File: config.mk
export PLATFORM = sky130hd
export DESIGN_NAME = bist_fail_logger_flat
export DESIGN_NICKNAME = d
export VERILOG_FILES = /design/src/rtl/bist_fail_logger_pkg.sv /design/src/rtl/bist_fail_logger_if.sv /design/src/rtl/bist_fail_logger_fifo.sv /design/src/rtl/bist_fail_logger.sv /design/src/flat_wrapper.sv
export SDC_FILE = /design/constraint.sdc
export NUM_CORES = 1
export LEC_CHECK = 0
export BUFFER_PORTS_ARGS = -buffer_cell sky130_fd_sc_hd__buf_2
export CAP_MARGIN = 20
export CORE_ASPECT_RATIO = 0.75
export CORE_UTILIZATION = 62
export CTS_CLUSTER_DIAMETER = 30
export DETAILED_ROUTE_END_ITERATION = 10
export HOLD_SLACK_MARGIN = 0.1
export PLACE_DENSITY = 0.79
export SYNTH_ARGS = -nofsm -noshare
export SYNTH_HDL_FRONTEND = slang
export SYNTH_HIERARCHICAL = 1
export SYNTH_SLANG_ARGS = --single-unit
File: constraint.sdc
create_clock -name clk -period 9.2 [get_ports clk]
set_clock_uncertainty 0.05 [all_clocks]
set_input_delay 0.46 -clock clk [delete_from_list [all_inputs] [get_ports clk]]
set_output_delay 0.46 -clock clk [all_outputs]
set_load 0.02 [all_outputs]
File: src/rtl/bist_fail_logger_pkg.sv
// Shared constants and elaboration helpers for the BIST failure logger.
package bist_fail_logger_pkg;

    localparam int unsigned BIST_FAIL_CNT_W = 32;
    localparam int unsigned READ_LATENCY_MIN = 1;
    localparam int unsigned READ_LATENCY_MAX = 4;

    function automatic int unsigned log_entry_w(int unsigned addr_w, int unsigned data_w);
        return addr_w + data_w;
    endfunction

    function automatic bit read_latency_legal(int unsigned lat);
        return (lat >= READ_LATENCY_MIN) && (lat <= READ_LATENCY_MAX);
    endfunction

    function automatic bit log_depth_legal(int unsigned depth);
        return (depth >= 2) && ((depth & (depth - 1)) == 0);
    endfunction

endpackage

File: src/rtl/bist_fail_logger_if.sv
// Snoop, log-drain and status signals of the BIST failure logger.
interface bist_fail_logger_if #(
    parameter int unsigned MEM_ADDR_WIDTH = 10,
    parameter int unsigned MEM_DATA_WIDTH = 32,
    parameter int unsigned LOG_DEPTH      = 8
);
    localparam int unsigned CntW = $clog2(LOG_DEPTH) + 1;

    logic                      log_clear;
    logic [MEM_ADDR_WIDTH-1:0] mem_addr;
    logic                      mem_enable;
    logic                      mem_write;
    logic [MEM_DATA_WIDTH-1:0] exp_data;
    logic [MEM_DATA_WIDTH-1:0] mem_rdata;
    logic                      log_valid;
    logic                      log_ready;
    logic [MEM_ADDR_WIDTH-1:0] log_addr;
    logic [MEM_DATA_WIDTH-1:0] log_syndrome;
    logic [CntW-1:0]           log_count;
    logic [31:0]               fail_total;
    logic [MEM_ADDR_WIDTH-1:0] first_fail_addr;
    logic                      any_fail;
    logic                      overflow;
    logic [MEM_DATA_WIDTH-1:0] fail_bitmap;

    modport master (
        output log_clear, mem_addr, mem_enable, mem_write, exp_data, mem_rdata, log_ready,
        input  log_valid, log_addr, log_syndrome, log_count, fail_total, first_fail_addr,
               any_fail, overflow, fail_bitmap
    );

    modport slave (
        input  log_clear, mem_addr, mem_enable, mem_write, exp_data, mem_rdata, log_ready,
        output log_valid, log_addr, log_syndrome, log_count, fail_total, first_fail_addr,
               any_fail, overflow, fail_bitmap
    );

endinterface

File: src/rtl/bist_fail_logger_fifo.sv
// First-word-fall-through FIFO with sync clear; head data reads as zero while empty.
module bist_fail_logger_fifo #(
    parameter int unsigned WIDTH = 42,
    parameter int unsigned DEPTH = 8,
    localparam int unsigned CntW = $clog2(DEPTH) + 1
) (
    input  logic             clk,
    input  logic             rst_n,
    input  logic             clear_i,
    input  logic             push_i,
    input  logic             pop_i,
    input  logic [WIDTH-1:0] wdata_i,
    output logic [WIDTH-1:0] rdata_o,
    output logic             full_o,
    output logic             empty_o,
    output logic [CntW-1:0]  count_o
);
    localparam int unsigned PtrW = $clog2(DEPTH);

    logic [WIDTH-1:0] mem_q [DEPTH];
    logic [PtrW-1:0]  wptr_q, wptr_d;
    logic [PtrW-1:0]  rptr_q, rptr_d;
    logic [CntW-1:0]  count_q, count_d;
    logic             push_ok, pop_ok;

    assign empty_o = (count_q == '0);
    assign full_o  = (count_q == CntW'(DEPTH));
    assign pop_ok  = pop_i & ~empty_o;
    // A pop in the same cycle frees the slot the push needs.
    assign push_ok = push_i & (~full_o | pop_ok);

    always_comb begin
        wptr_d  = wptr_q;
        rptr_d  = rptr_q;
        count_d = count_q;
        if (clear_i) begin
            wptr_d  = '0;
            rptr_d  = '0;
            count_d = '0;
        end else begin
            if (push_ok) wptr_d = wptr_q + 1'b1;
            if (pop_ok)  rptr_d = rptr_q + 1'b1;
            count_d = count_q + CntW'(push_ok) - CntW'(pop_ok);
        end
    end

    always_ff @(posedge clk or negedge rst_n) begin
        if (!rst_n) begin
            wptr_q  <= '0;
            rptr_q  <= '0;
            count_q <= '0;
        end else begin
            wptr_q  <= wptr_d;
            rptr_q  <= rptr_d;
            count_q <= count_d;
        end
    end

    always_ff @(posedge clk or negedge rst_n) begin
        if (!rst_n) begin
            for (int i = 0; i < int'(DEPTH); i++) mem_q[i] <= '0;
        end else if (push_ok && !clear_i) begin
            mem_q[wptr_q] <= wdata_i;
        end
    end

    assign rdata_o = empty_o ? '0 : mem_q[rptr_q];
    assign count_o = count_q;

endmodule

File: src/rtl/bist_fail_logger.sv
// Aligns expected data with memory read data, logs mismatches into a FIFO and keeps stats.
// Optional column bitmap: define BIST_FAIL_LOG_BITMAP_EN.
module bist_fail_logger
    import bist_fail_logger_pkg::*;
#(
    parameter int unsigned MEM_ADDR_WIDTH = 10,
    parameter int unsigned MEM_DATA_WIDTH = 32,
    parameter int unsigned READ_LATENCY   = 1,
    parameter int unsigned LOG_DEPTH      = 8
) (
    input logic              clk,
    input logic              rst_n,
    bist_fail_logger_if.slave bus
);
    localparam int unsigned EntryW = log_entry_w(MEM_ADDR_WIDTH, MEM_DATA_WIDTH);
    localparam int unsigned CntW   = $clog2(LOG_DEPTH) + 1;
    localparam int unsigned Rl     = READ_LATENCY;

    if (!read_latency_legal(READ_LATENCY)) begin : g_bad_latency
        $error("bist_fail_logger: READ_LATENCY out of range 1..4");
    end
    if (!log_depth_legal(LOG_DEPTH)) begin : g_bad_depth
        $error("bist_fail_logger: LOG_DEPTH must be a power of two >= 2");
    end

    // Latency pipe: stage 0 captures the request, stage Rl-1 lines up with mem_rdata.
    logic [Rl-1:0]             pipe_vld_q, pipe_vld_d;
    logic [MEM_ADDR_WIDTH-1:0] pipe_addr_q [Rl];
    logic [MEM_DATA_WIDTH-1:0] pipe_exp_q  [Rl];

    logic                      rd_req;
    logic [MEM_DATA_WIDTH-1:0] syndrome;
    logic [MEM_ADDR_WIDTH-1:0] cmp_addr;
    logic                      mismatch;
    logic                      pop;
    logic                      drop;

    logic                      fifo_full, fifo_empty;
    logic [EntryW-1:0]         fifo_rdata;
    logic [CntW-1:0]           fifo_count;

    logic [BIST_FAIL_CNT_W-1:0] fail_total_q, fail_total_d;
    logic [MEM_ADDR_WIDTH-1:0]  first_addr_q, first_addr_d;
    logic                       any_fail_q, any_fail_d;
    logic                       overflow_q, overflow_d;

    assign rd_req = bus.mem_enable & ~bus.mem_write;

    always_comb begin
        pipe_vld_d = '0;
        if (!bus.log_clear) begin
            pipe_vld_d[0] = rd_req;
            for (int i = 1; i < int'(Rl); i++) pipe_vld_d[i] = pipe_vld_q[i-1];
        end
    end

    always_ff @(posedge clk or negedge rst_n) begin
        if (!rst_n) begin
            pipe_vld_q <= '0;
            for (int i = 0; i < int'(Rl); i++) begin
                pipe_addr_q[i] <= '0;
                pipe_exp_q[i]  <= '0;
            end
        end else begin
            pipe_vld_q     <= pipe_vld_d;
            pipe_addr_q[0] <= bus.mem_addr;
            pipe_exp_q[0]  <= bus.exp_data;
            for (int i = 1; i < int'(Rl); i++) begin
                pipe_addr_q[i] <= pipe_addr_q[i-1];
                pipe_exp_q[i]  <= pipe_exp_q[i-1];
            end
        end
    end

    assign cmp_addr = pipe_addr_q[Rl-1];
    assign syndrome = bus.mem_rdata ^ pipe_exp_q[Rl-1];
    assign mismatch = pipe_vld_q[Rl-1] & (|syndrome) & ~bus.log_clear;
    assign pop      = ~fifo_empty & bus.log_ready & ~bus.log_clear;
    assign drop     = mismatch & fifo_full & ~pop;

    bist_fail_logger_fifo #(
        .WIDTH (EntryW),
        .DEPTH (LOG_DEPTH)
    ) u_fifo (
        .clk     (clk),
        .rst_n   (rst_n),
        .clear_i (bus.log_clear),
        .push_i  (mismatch),
        .pop_i   (pop),
        .wdata_i ({cmp_addr, syndrome}),
        .rdata_o (fifo_rdata),
        .full_o  (fifo_full),
        .empty_o (fifo_empty),
        .count_o (fifo_count)
    );

    always_comb begin
        fail_total_d = fail_total_q;
        first_addr_d = first_addr_q;
        any_fail_d   = any_fail_q;
        overflow_d   = overflow_q;
        if (bus.log_clear) begin
            fail_total_d = '0;
            first_addr_d = '0;
            any_fail_d   = 1'b0;
            overflow_d   = 1'b0;
        end else if (mismatch) begin
            if (!(&fail_total_q)) fail_total_d = fail_total_q + 1'b1;
            if (!any_fail_q) first_addr_d = cmp_addr;
            any_fail_d = 1'b1;
            if (drop) overflow_d = 1'b1;
        end
    end

    always_ff @(posedge clk or negedge rst_n) begin
        if (!rst_n) begin
            fail_total_q <= '0;
            first_addr_q <= '0;
            any_fail_q   <= 1'b0;
            overflow_q   <= 1'b0;
        end else begin
            fail_total_q <= fail_total_d;
            first_addr_q <= first_addr_d;
            any_fail_q   <= any_fail_d;
            overflow_q   <= overflow_d;
        end
    end

`ifdef BIST_FAIL_LOG_BITMAP_EN
    // Dropped mismatches still mark their failing columns.
    logic [MEM_DATA_WIDTH-1:0] bitmap_q, bitmap_d;

    always_comb begin
        bitmap_d = bitmap_q;
        if (bus.log_clear) bitmap_d = '0;
        else if (mismatch) bitmap_d = bitmap_q | syndrome;
    end

    always_ff @(posedge clk or negedge rst_n) begin
        if (!rst_n) bitmap_q <= '0;
        else        bitmap_q <= bitmap_d;
    end

    assign bus.fail_bitmap = bitmap_q;
`else
    assign bus.fail_bitmap = '0;
`endif

    assign bus.log_valid       = ~fifo_empty;
    assign bus.log_addr        = fifo_rdata[EntryW-1:MEM_DATA_WIDTH];
    assign bus.log_syndrome    = fifo_rdata[MEM_DATA_WIDTH-1:0];
    assign bus.log_count       = fifo_count;
    assign bus.fail_total      = fail_total_q;
    assign bus.first_fail_addr = first_addr_q;
    assign bus.any_fail        = any_fail_q;
    assign bus.overflow        = overflow_q;

endmodule

File: src/flat_wrapper.sv
// flat-port wrapper written by rule: the top's interface ports become plain ports
module bist_fail_logger_flat import bist_fail_logger_pkg::*;
#(
    parameter int unsigned MEM_ADDR_WIDTH = 10,
    parameter int unsigned MEM_DATA_WIDTH = 32,
    parameter int unsigned READ_LATENCY   = 1,
    parameter int unsigned LOG_DEPTH      = 8
)
  (clk, rst_n, bus_log_clear, bus_mem_addr, bus_mem_enable, bus_mem_write, bus_exp_data, bus_mem_rdata, bus_log_ready, bus_log_valid, bus_log_addr, bus_log_syndrome, bus_log_count, bus_fail_total, bus_first_fail_addr, bus_any_fail, bus_overflow, bus_fail_bitmap);
  bist_fail_logger_if #(.MEM_ADDR_WIDTH(MEM_ADDR_WIDTH), .MEM_DATA_WIDTH(MEM_DATA_WIDTH), .LOG_DEPTH(LOG_DEPTH)) bus_i ();
  input logic clk;
  input logic rst_n;
  input wire logic [$bits(bus_i.log_clear)-1:0] bus_log_clear;
  input wire logic [$bits(bus_i.mem_addr)-1:0] bus_mem_addr;
  input wire logic [$bits(bus_i.mem_enable)-1:0] bus_mem_enable;
  input wire logic [$bits(bus_i.mem_write)-1:0] bus_mem_write;
  input wire logic [$bits(bus_i.exp_data)-1:0] bus_exp_data;
  input wire logic [$bits(bus_i.mem_rdata)-1:0] bus_mem_rdata;
  input wire logic [$bits(bus_i.log_ready)-1:0] bus_log_ready;
  output wire logic [$bits(bus_i.log_valid)-1:0] bus_log_valid;
  output wire logic [$bits(bus_i.log_addr)-1:0] bus_log_addr;
  output wire logic [$bits(bus_i.log_syndrome)-1:0] bus_log_syndrome;
  output wire logic [$bits(bus_i.log_count)-1:0] bus_log_count;
  output wire logic [$bits(bus_i.fail_total)-1:0] bus_fail_total;
  output wire logic [$bits(bus_i.first_fail_addr)-1:0] bus_first_fail_addr;
  output wire logic [$bits(bus_i.any_fail)-1:0] bus_any_fail;
  output wire logic [$bits(bus_i.overflow)-1:0] bus_overflow;
  output wire logic [$bits(bus_i.fail_bitmap)-1:0] bus_fail_bitmap;
  assign bus_i.log_clear = bus_log_clear;
  assign bus_i.mem_addr = bus_mem_addr;
  assign bus_i.mem_enable = bus_mem_enable;
  assign bus_i.mem_write = bus_mem_write;
  assign bus_i.exp_data = bus_exp_data;
  assign bus_i.mem_rdata = bus_mem_rdata;
  assign bus_i.log_ready = bus_log_ready;
  assign bus_log_valid = bus_i.log_valid;
  assign bus_log_addr = bus_i.log_addr;
  assign bus_log_syndrome = bus_i.log_syndrome;
  assign bus_log_count = bus_i.log_count;
  assign bus_fail_total = bus_i.fail_total;
  assign bus_first_fail_addr = bus_i.first_fail_addr;
  assign bus_any_fail = bus_i.any_fail;
  assign bus_overflow = bus_i.overflow;
  assign bus_fail_bitmap = bus_i.fail_bitmap;
  bist_fail_logger #(.MEM_ADDR_WIDTH(MEM_ADDR_WIDTH), .MEM_DATA_WIDTH(MEM_DATA_WIDTH), .READ_LATENCY(READ_LATENCY), .LOG_DEPTH(LOG_DEPTH)) u_core (.clk(clk), .rst_n(rst_n), .bus(bus_i));
endmodule
* After elaboration in Yosys (flattened, before gate mapping) *
Cells that the tools add are included.

operators by class
  add/subtract/negate cells = 5
  order comparisons = 3
  equality and inequality tests = 3
  mux-type cells = 24
  bitwise logic cells = 18
  reductions and logical operators = 13

operator list
  kind                                                                           count
  336-bit bitwise mux                                                            1
  42-bit two-way mux                                                             4
  42-bit binary-select mux with 3-bit select                                     1
  42-bit demux with 3-bit select                                                 1
  32-bit two-way mux                                                             3
  32-bit by 1-bit adder with 32-bit output (second input constant)               1
  32-bit AND reduction                                                           1
  32-bit OR reduction                                                            1
  32-bit bitwise XOR                                                             1
  10-bit two-way mux                                                             3
  3-bit two-way mux                                                              4
  1-bit bitwise AND                                                              9
  4-bit >= comparator (second input constant)                                    2
  3-bit NOT with 4-bit output                                                    2
  2-bit nonzero test                                                             4
  3-bit by 1-bit adder with 3-bit output (second input constant)                 2
  1-bit two-way mux                                                              6
  2-bit AND reduction                                                            3
  1-bit NOT                                                                      5
  4-bit by 1-bit adder with 4-bit output                                         1
  4-bit equality test (second input constant)                                    1
  4-bit zero test                                                                1
  4-bit by 1-bit less-than comparator with 1-bit output (second input constant)  1
  4-bit two-way mux                                                              1
  other kinds (5)                                                                7

word-level totals
  flip-flop bits (word level) = 433
  input bits = 80
  output and inout bits = 123
  logic and storage cells = 84

* Depth between registers and ports, before layout *
  word-level depth = 10
  depth in mapped cells = 17
  depth with buffers taken out = 16

* By module *
Netlist, hierarchy kept.

by module, submodules not included
  module                 times used  cells an instance  area each (um^2)  sequential area each (um^2)
  bist_fail_logger_fifo  1           940                15730.1           8658.3
  bist_fail_logger       1           375                4140.2            2177.1

* Worst setup path after synthesis *
Ideal clock, no wire load.

  path kind = flip-flop to flip-flop
  start point = reg u_core.u_fifo.count_q[2] (netlist: u_core/u_fifo/count_o[2])
  end point = reg u_core.u_fifo.count_q[3] (netlist: u_core/u_fifo/count_o[3])
  library setup time = 0.125 ns
  arrival = 3.378 ns
  data required time = 9.025 ns
  setup slack = 5.647 ns
  cell stages (with the launch flop) = 18
  buffers on the path = 1
  clock period less this slack = 3.553 ns
  cells stage by stage = dfrtp_1 -> inv_1 -> ha_1 -> or3b_2 -> clkinv_1 -> inv_1 -> nand2_1 -> nor2_1 -> nand2b_1 -> buf_6 -> a21boi_0 -> inv_1 -> ha_1 -> inv_1 -> ha_1 -> a21o_1 -> a21oi_1 -> mux2_2

on the way
  word-level cells in the longest chain between the ends = 10
  elaborated cells between the ends (all ways) = 12
  classes of those cells = 2 x add/sub; 1 x eq/ne; 1 x mux; 7 x bitwise; 1 x reduce/logical

ends and longest elaborated chain
  element                                        line                         text
  start: declaration                             bist_fail_logger_fifo.sv:23  logic [CntW-1:0] count_q, count_d;
  start signal: assignment                       bist_fail_logger_fifo.sv:55  count_q <= count_d;
  4-bit zero test *                              bist_fail_logger_fifo.sv:26  assign empty_o = (count_q == '0);
  named net u_core.fifo_empty                    bist_fail_logger.sv:38       logic fifo_full, fifo_empty;
  1-bit NOT *                                    n/a
  named net bus_log_valid                        flat_wrapper.sv:20           output wire logic [$bits(bus_i.log_valid)-1:0] bus_log_valid;
  1-bit bitwise AND * (2 in a row)               bist_fail_logger.sv:78       assign pop = ~fifo_empty & bus.log_ready & ~bus.log_clear;
  named net u_core.pop                           bist_fail_logger.sv:35       logic pop;
  1-bit bitwise AND *                            bist_fail_logger_fifo.sv:28  assign pop_ok = pop_i & ~empty_o;
  1-bit OR                                       bist_fail_logger_fifo.sv:30  assign push_ok = push_i & (~full_o | pop_ok);
  1-bit bitwise AND                              bist_fail_logger_fifo.sv:30
  4-bit by 1-bit adder with 4-bit output         bist_fail_logger_fifo.sv:43  count_d = count_q + CntW'(push_ok) - CntW'(pop_ok);
  4-bit by 1-bit subtractor with 4-bit output *  bist_fail_logger_fifo.sv:43
  4-bit two-way mux *                            bist_fail_logger_fifo.sv:36  if (clear_i) begin
  named net u_core.u_fifo.count_d[3]             bist_fail_logger_fifo.sv:23

Mark *: on every way through the listed nets, which the timed path passes. The rest lies on a longest branch.
A chain may end at the register's enable or synchronous reset.

* Final worst setup path *
  start point = reg u_core/pipe_exp_q[16] (netlist name)
  end point = reg u_core/u_fifo/mem_q[89] (netlist name)

on the way
  word-level cells in the longest chain between the ends = 6

ends and longest elaborated chain
  element                           line                         text
  start: declaration                bist_fail_logger.sv:29       logic [MEM_DATA_WIDTH-1:0] pipe_exp_q [Rl];
  start signal: indexed assignment  bist_fail_logger.sv:70       pipe_exp_q[i] <= pipe_exp_q[i-1];
  32-bit bitwise XOR                bist_fail_logger.sv:76       assign syndrome = bus.mem_rdata ^ pipe_exp_q[Rl-1];
  named net u_core.syndrome[16]     bist_fail_logger.sv:32       logic [MEM_DATA_WIDTH-1:0] syndrome;
  32-bit OR reduction               bist_fail_logger.sv:77       assign mismatch = pipe_vld_q[Rl-1] & (|syndrome) & ~bus.log_clear;
  1-bit bitwise AND (2 in a row)    bist_fail_logger.sv:77
  named net u_core.mismatch         bist_fail_logger.sv:34       logic mismatch;
  1-bit bitwise AND                 bist_fail_logger_fifo.sv:30
  1-bit logical AND                 bist_fail_logger_fifo.sv:62  end else if (push_ok && !clear_i) begin
  end signal: indexed assignment    bist_fail_logger_fifo.sv:63  mem_q[wptr_q] <= wdata_i;
  end: declaration                  bist_fail_logger_fifo.sv:20  logic [WIDTH-1:0] mem_q [DEPTH];

The timed path passes the listed nets, and every way through them passes these cells.

==> results.json <==
{
  "drive_above_1_share_pct": 46.89,
  "nets": 1639,
  "grt_pass1_vias": 12920,
  "synth_top_family_by_area": "multiplexers",
  "drt_iter0_markers": 813,
  "start_util_pct": 63.30,
  "numPortBuffers": 170,
  "yosys_warnings": 6,
  "synth_commonest_cells": "dfrtp_1, mux2_2, mux4_2, a22o_1, nor2_1",
  "clock-sinks": 433,
  "core_um2": 31390,
  "cts_setup_buffers": 0,
  "r2r-start": "u_core/pipe_exp_q[16]",
  "max_cap_viol_count": 0,
  "wl_um": 45660,
  "async_reset_ff_share_pct": 100.0,
  "fillCellCount": 1903,
  "ff_latch_area_um2": 10840,
  "hold_viol": 0,
  "hpwl_um": 26040,
  "rrSetupSlack_ns": 4.63,
  "fin_crit_sh_pct": 49.66,
  "syn_inst": 1315,
  "ir_worst_vdd_v": 0.0001917,
  "clockBufferDepth": 3,
  "route.detailed.drc": 0,
  "worstReg2RegEnd": "u_core/u_fifo/mem_q[89]",
  "multiInputGateArea_um2": 8393,
  "synth_seq_area_share_pct": 54.53,
  "critical_path_peak_fanout": 41,
  "dp.cells": 1833,
  "critPathKind": "flop to flop",
  "gp_congestion": 0.8109,
  "cts-hold-fix-buffers": 45,
  "synth_area_leaders": "dfrtp_1, mux2_2, mux4_2",
  "num_rows": 56,
  "start_kind": "flop",
  "fp.dieH_um": 157.0,
  "synth_mux_area_share_pct": 29.97,
  "synth.distinct_cells": 59,
  "outcome": "finished, final reports clean",
  "cts_buffers": 74,
  "h-tree-depth": 3,
  "worst_slew_pin_slew_ns": 0.9932,
  "fmax_mhz": 218.9,
  "globalRoute.totalOverflow": 0,
  "critical_path_arrival_ns": 4.97,
  "synth_xor_area_share_pct": 1.543,
  "setup_viol": 0,
  "synth_most_common_cell": "dfrtp_1",
  "power_mw": 5.745,
  "ys_seq_elements": 433,
  "min-delay-path-class": "primary input to flop",
  "min_to": "u_core/bus.fail_total[20]",
  "postPlaceCellArea_um2": 20850,
  "cts_tree": "done",
  "required_ns": 9.61,
  "synth_compound_area_share_pct": 4.420,
  "fin_area_um2": 23880,
  "fin_setup_tns_ns": 0,
  "ioPinCount": 203,
  "power.density_nw_per_um2": 240.6,
  "slew_headroom_pct": 33.79,
  "synthesis.area_um2": 19870,
  "diodes": 0,
  "postSynthAreaPerCell_um2": 15.11,
  "vias_per_cell": 6.097,
  "vias": 12270,
  "drt_pre_antenna_iters": 5,
  "antenna_found_initial": 0,
  "slew_viol_final": 0,
  "synth_edf_count": 0,
  "grt.total_usage_pct": 28.88,
  "ant_nets": 0,
  "holdPathStages": 2,
  "synth_top_cell_area_share_pct": 54.53,
  "synth_top_flop_cell": "dfrtp_1",
  "clk_pin_slew_ns": 0.05,
  "die-area_um2": 32780,
  "synthAdderAreaFrac_pct": 0.6675,
  "cp-end-kind": "flop",
  "final_cells": 2012,
  "rsz0062_at_grt": "no",
  "grt_pass1_wl_um": 72590,
  "yosys.area.top_type": "dfrtp_1",
  "synth-simple-area-share_pct": 4.842,
  "leakagePower_nw": 11.47,
  "die_w_um": 208.7,
  "grt_max_degree": 184,
  "clk_latency_ns": 0.59,
  "fin_hold_ws_ns": 0.2435,
  "cts_resized": 0,
  "routedWlPerCell_um": 22.70,
  "cts_root_buffer": "clkbuf_16",
  "min_period_ns": 4.568,
  "area_delta_synth_final_pct": 20.19,
  "r2r_cells": 10,
  "min_from": "bus_log_clear"
}
layout make-up:
cell class / count / share of cell area (%)
flip-flops and latches: 433 / 45.40
multi-input cells: 786 / 35.14
clock buffers: 87 / 8.482
repair buffers: 241 / 6.433
clock inverters: 46 / 2.211
well taps: 406 / 2.127
inverters: 13 / 0.2043
report_power, final:
group	total [mW]	switching (mW)	internal, mW	leakage [nW]
clock network	2.77	0.962	1.81	1.21
logic	0.877	0.516	0.361	4.39
registers	2.10	0.0788	2.02	5.87
total	5.75	1.56	4.19	11.5
worst max-delay path, cell delays in order (launching register included):
cell       delay, ns
dfrtp_1         0.37
xor2_1          0.63
nor4_1          0.24
nand4_1         0.35
o21ai_2         0.07
buf_4           0.26
nor2_1          0.35
nand3_1         0.28
a2111oi_4       0.71
buf_4           0.68
mux2_2          0.42
cells in the final DEF, fill, tap and decap left out, types with 6 or more instances in the layout:
cell / instances
mux2_1: 31
conb_1: 32
dfrtp_1: 431
dlygate4sd3_1: 45
mux2_2: 320
and3_1: 7
a21oi_1: 20
nand4_1: 6
or4_1: 15
clkinv_2: 9
buf_2: 169
ha_1: 9
mux2i_1: 11
clkinvlp_4: 15
clkinv_4: 7
nor2b_1: 17
buf_4: 24
bufinv_16: 8
a22o_1: 42
mux4_2: 84
nor4_1: 14
inv_1: 12
nor2_1: 38
clkbuf_16: 79
nand2_1: 14
xor2_1: 33
nand3_1: 19
o31ai_1: 13
inv_6: 6
state kept, by name (all words and copies together), names as in the netlist:
register and cells:
u_core/u_fifo/mem_q 336, u_core/bus.first_fail_addr 10, u_core/u_fifo/count_o 4, u_core/bus.fail_total 32
u_core/bus.overflow 1, u_core/u_fifo/wptr_q 3, u_core/bus.any_fail 1, u_core/pipe_exp_q 32
u_core/cmp_addr 10, u_core/pipe_vld_q 1, u_core/u_fifo/rptr_q 3
metrics by stage:
step	util, %	setup WS (ns)
after detailed placement	66.43	4.538
final	76.08	4.632
after CTS	76.00	4.672
after floorplan	-	5.647
after global placement	66.43	4.693
after global routing	76.08	4.426
per-layer routing:
metal | part of all wire [%] | routed length (um) | track usage, % | up-vias
met3 | 5.2 | 2394 | 5.706 | 70
met4 | 2.2 | 983 | 9.769 | 0
met1 | 45 | 20440 | 41.27 | 6488
met5 | 0 | 0 | 0 | -
li1 | - | - | - | 5326
met2 | 48 | 21850 | 44.94 | 384
how the worst max path moves through the flow:
stage                                   from                       end  slack, ns
floorplan           u_core/u_fifo/count_o[2]  u_core/u_fifo/count_o[3]       5.65
global placement           bus_mem_rdata[16]   u_core/u_fifo/mem_q[95]       4.69
detailed placement         bus_mem_rdata[16]   u_core/u_fifo/mem_q[89]       4.54
CTS                    u_core/pipe_exp_q[16]   u_core/u_fifo/mem_q[89]       4.67
global route           u_core/pipe_exp_q[16]   u_core/u_fifo/mem_q[85]       4.43
finish                 u_core/pipe_exp_q[16]   u_core/u_fifo/mem_q[89]       4.63
kinds of logic after synthesis:
kind of cell	Yosys count
AO/OA/AOI/OAI	100
adder cells (fa/ha/maj)	10
XOR/XNOR	35
AND/OR/NAND/NOR	163
other	1
buffers and inverters	127
flip-flops	433
multiplexers	446
Note: power is estimated with default switching activity, not from simulation.
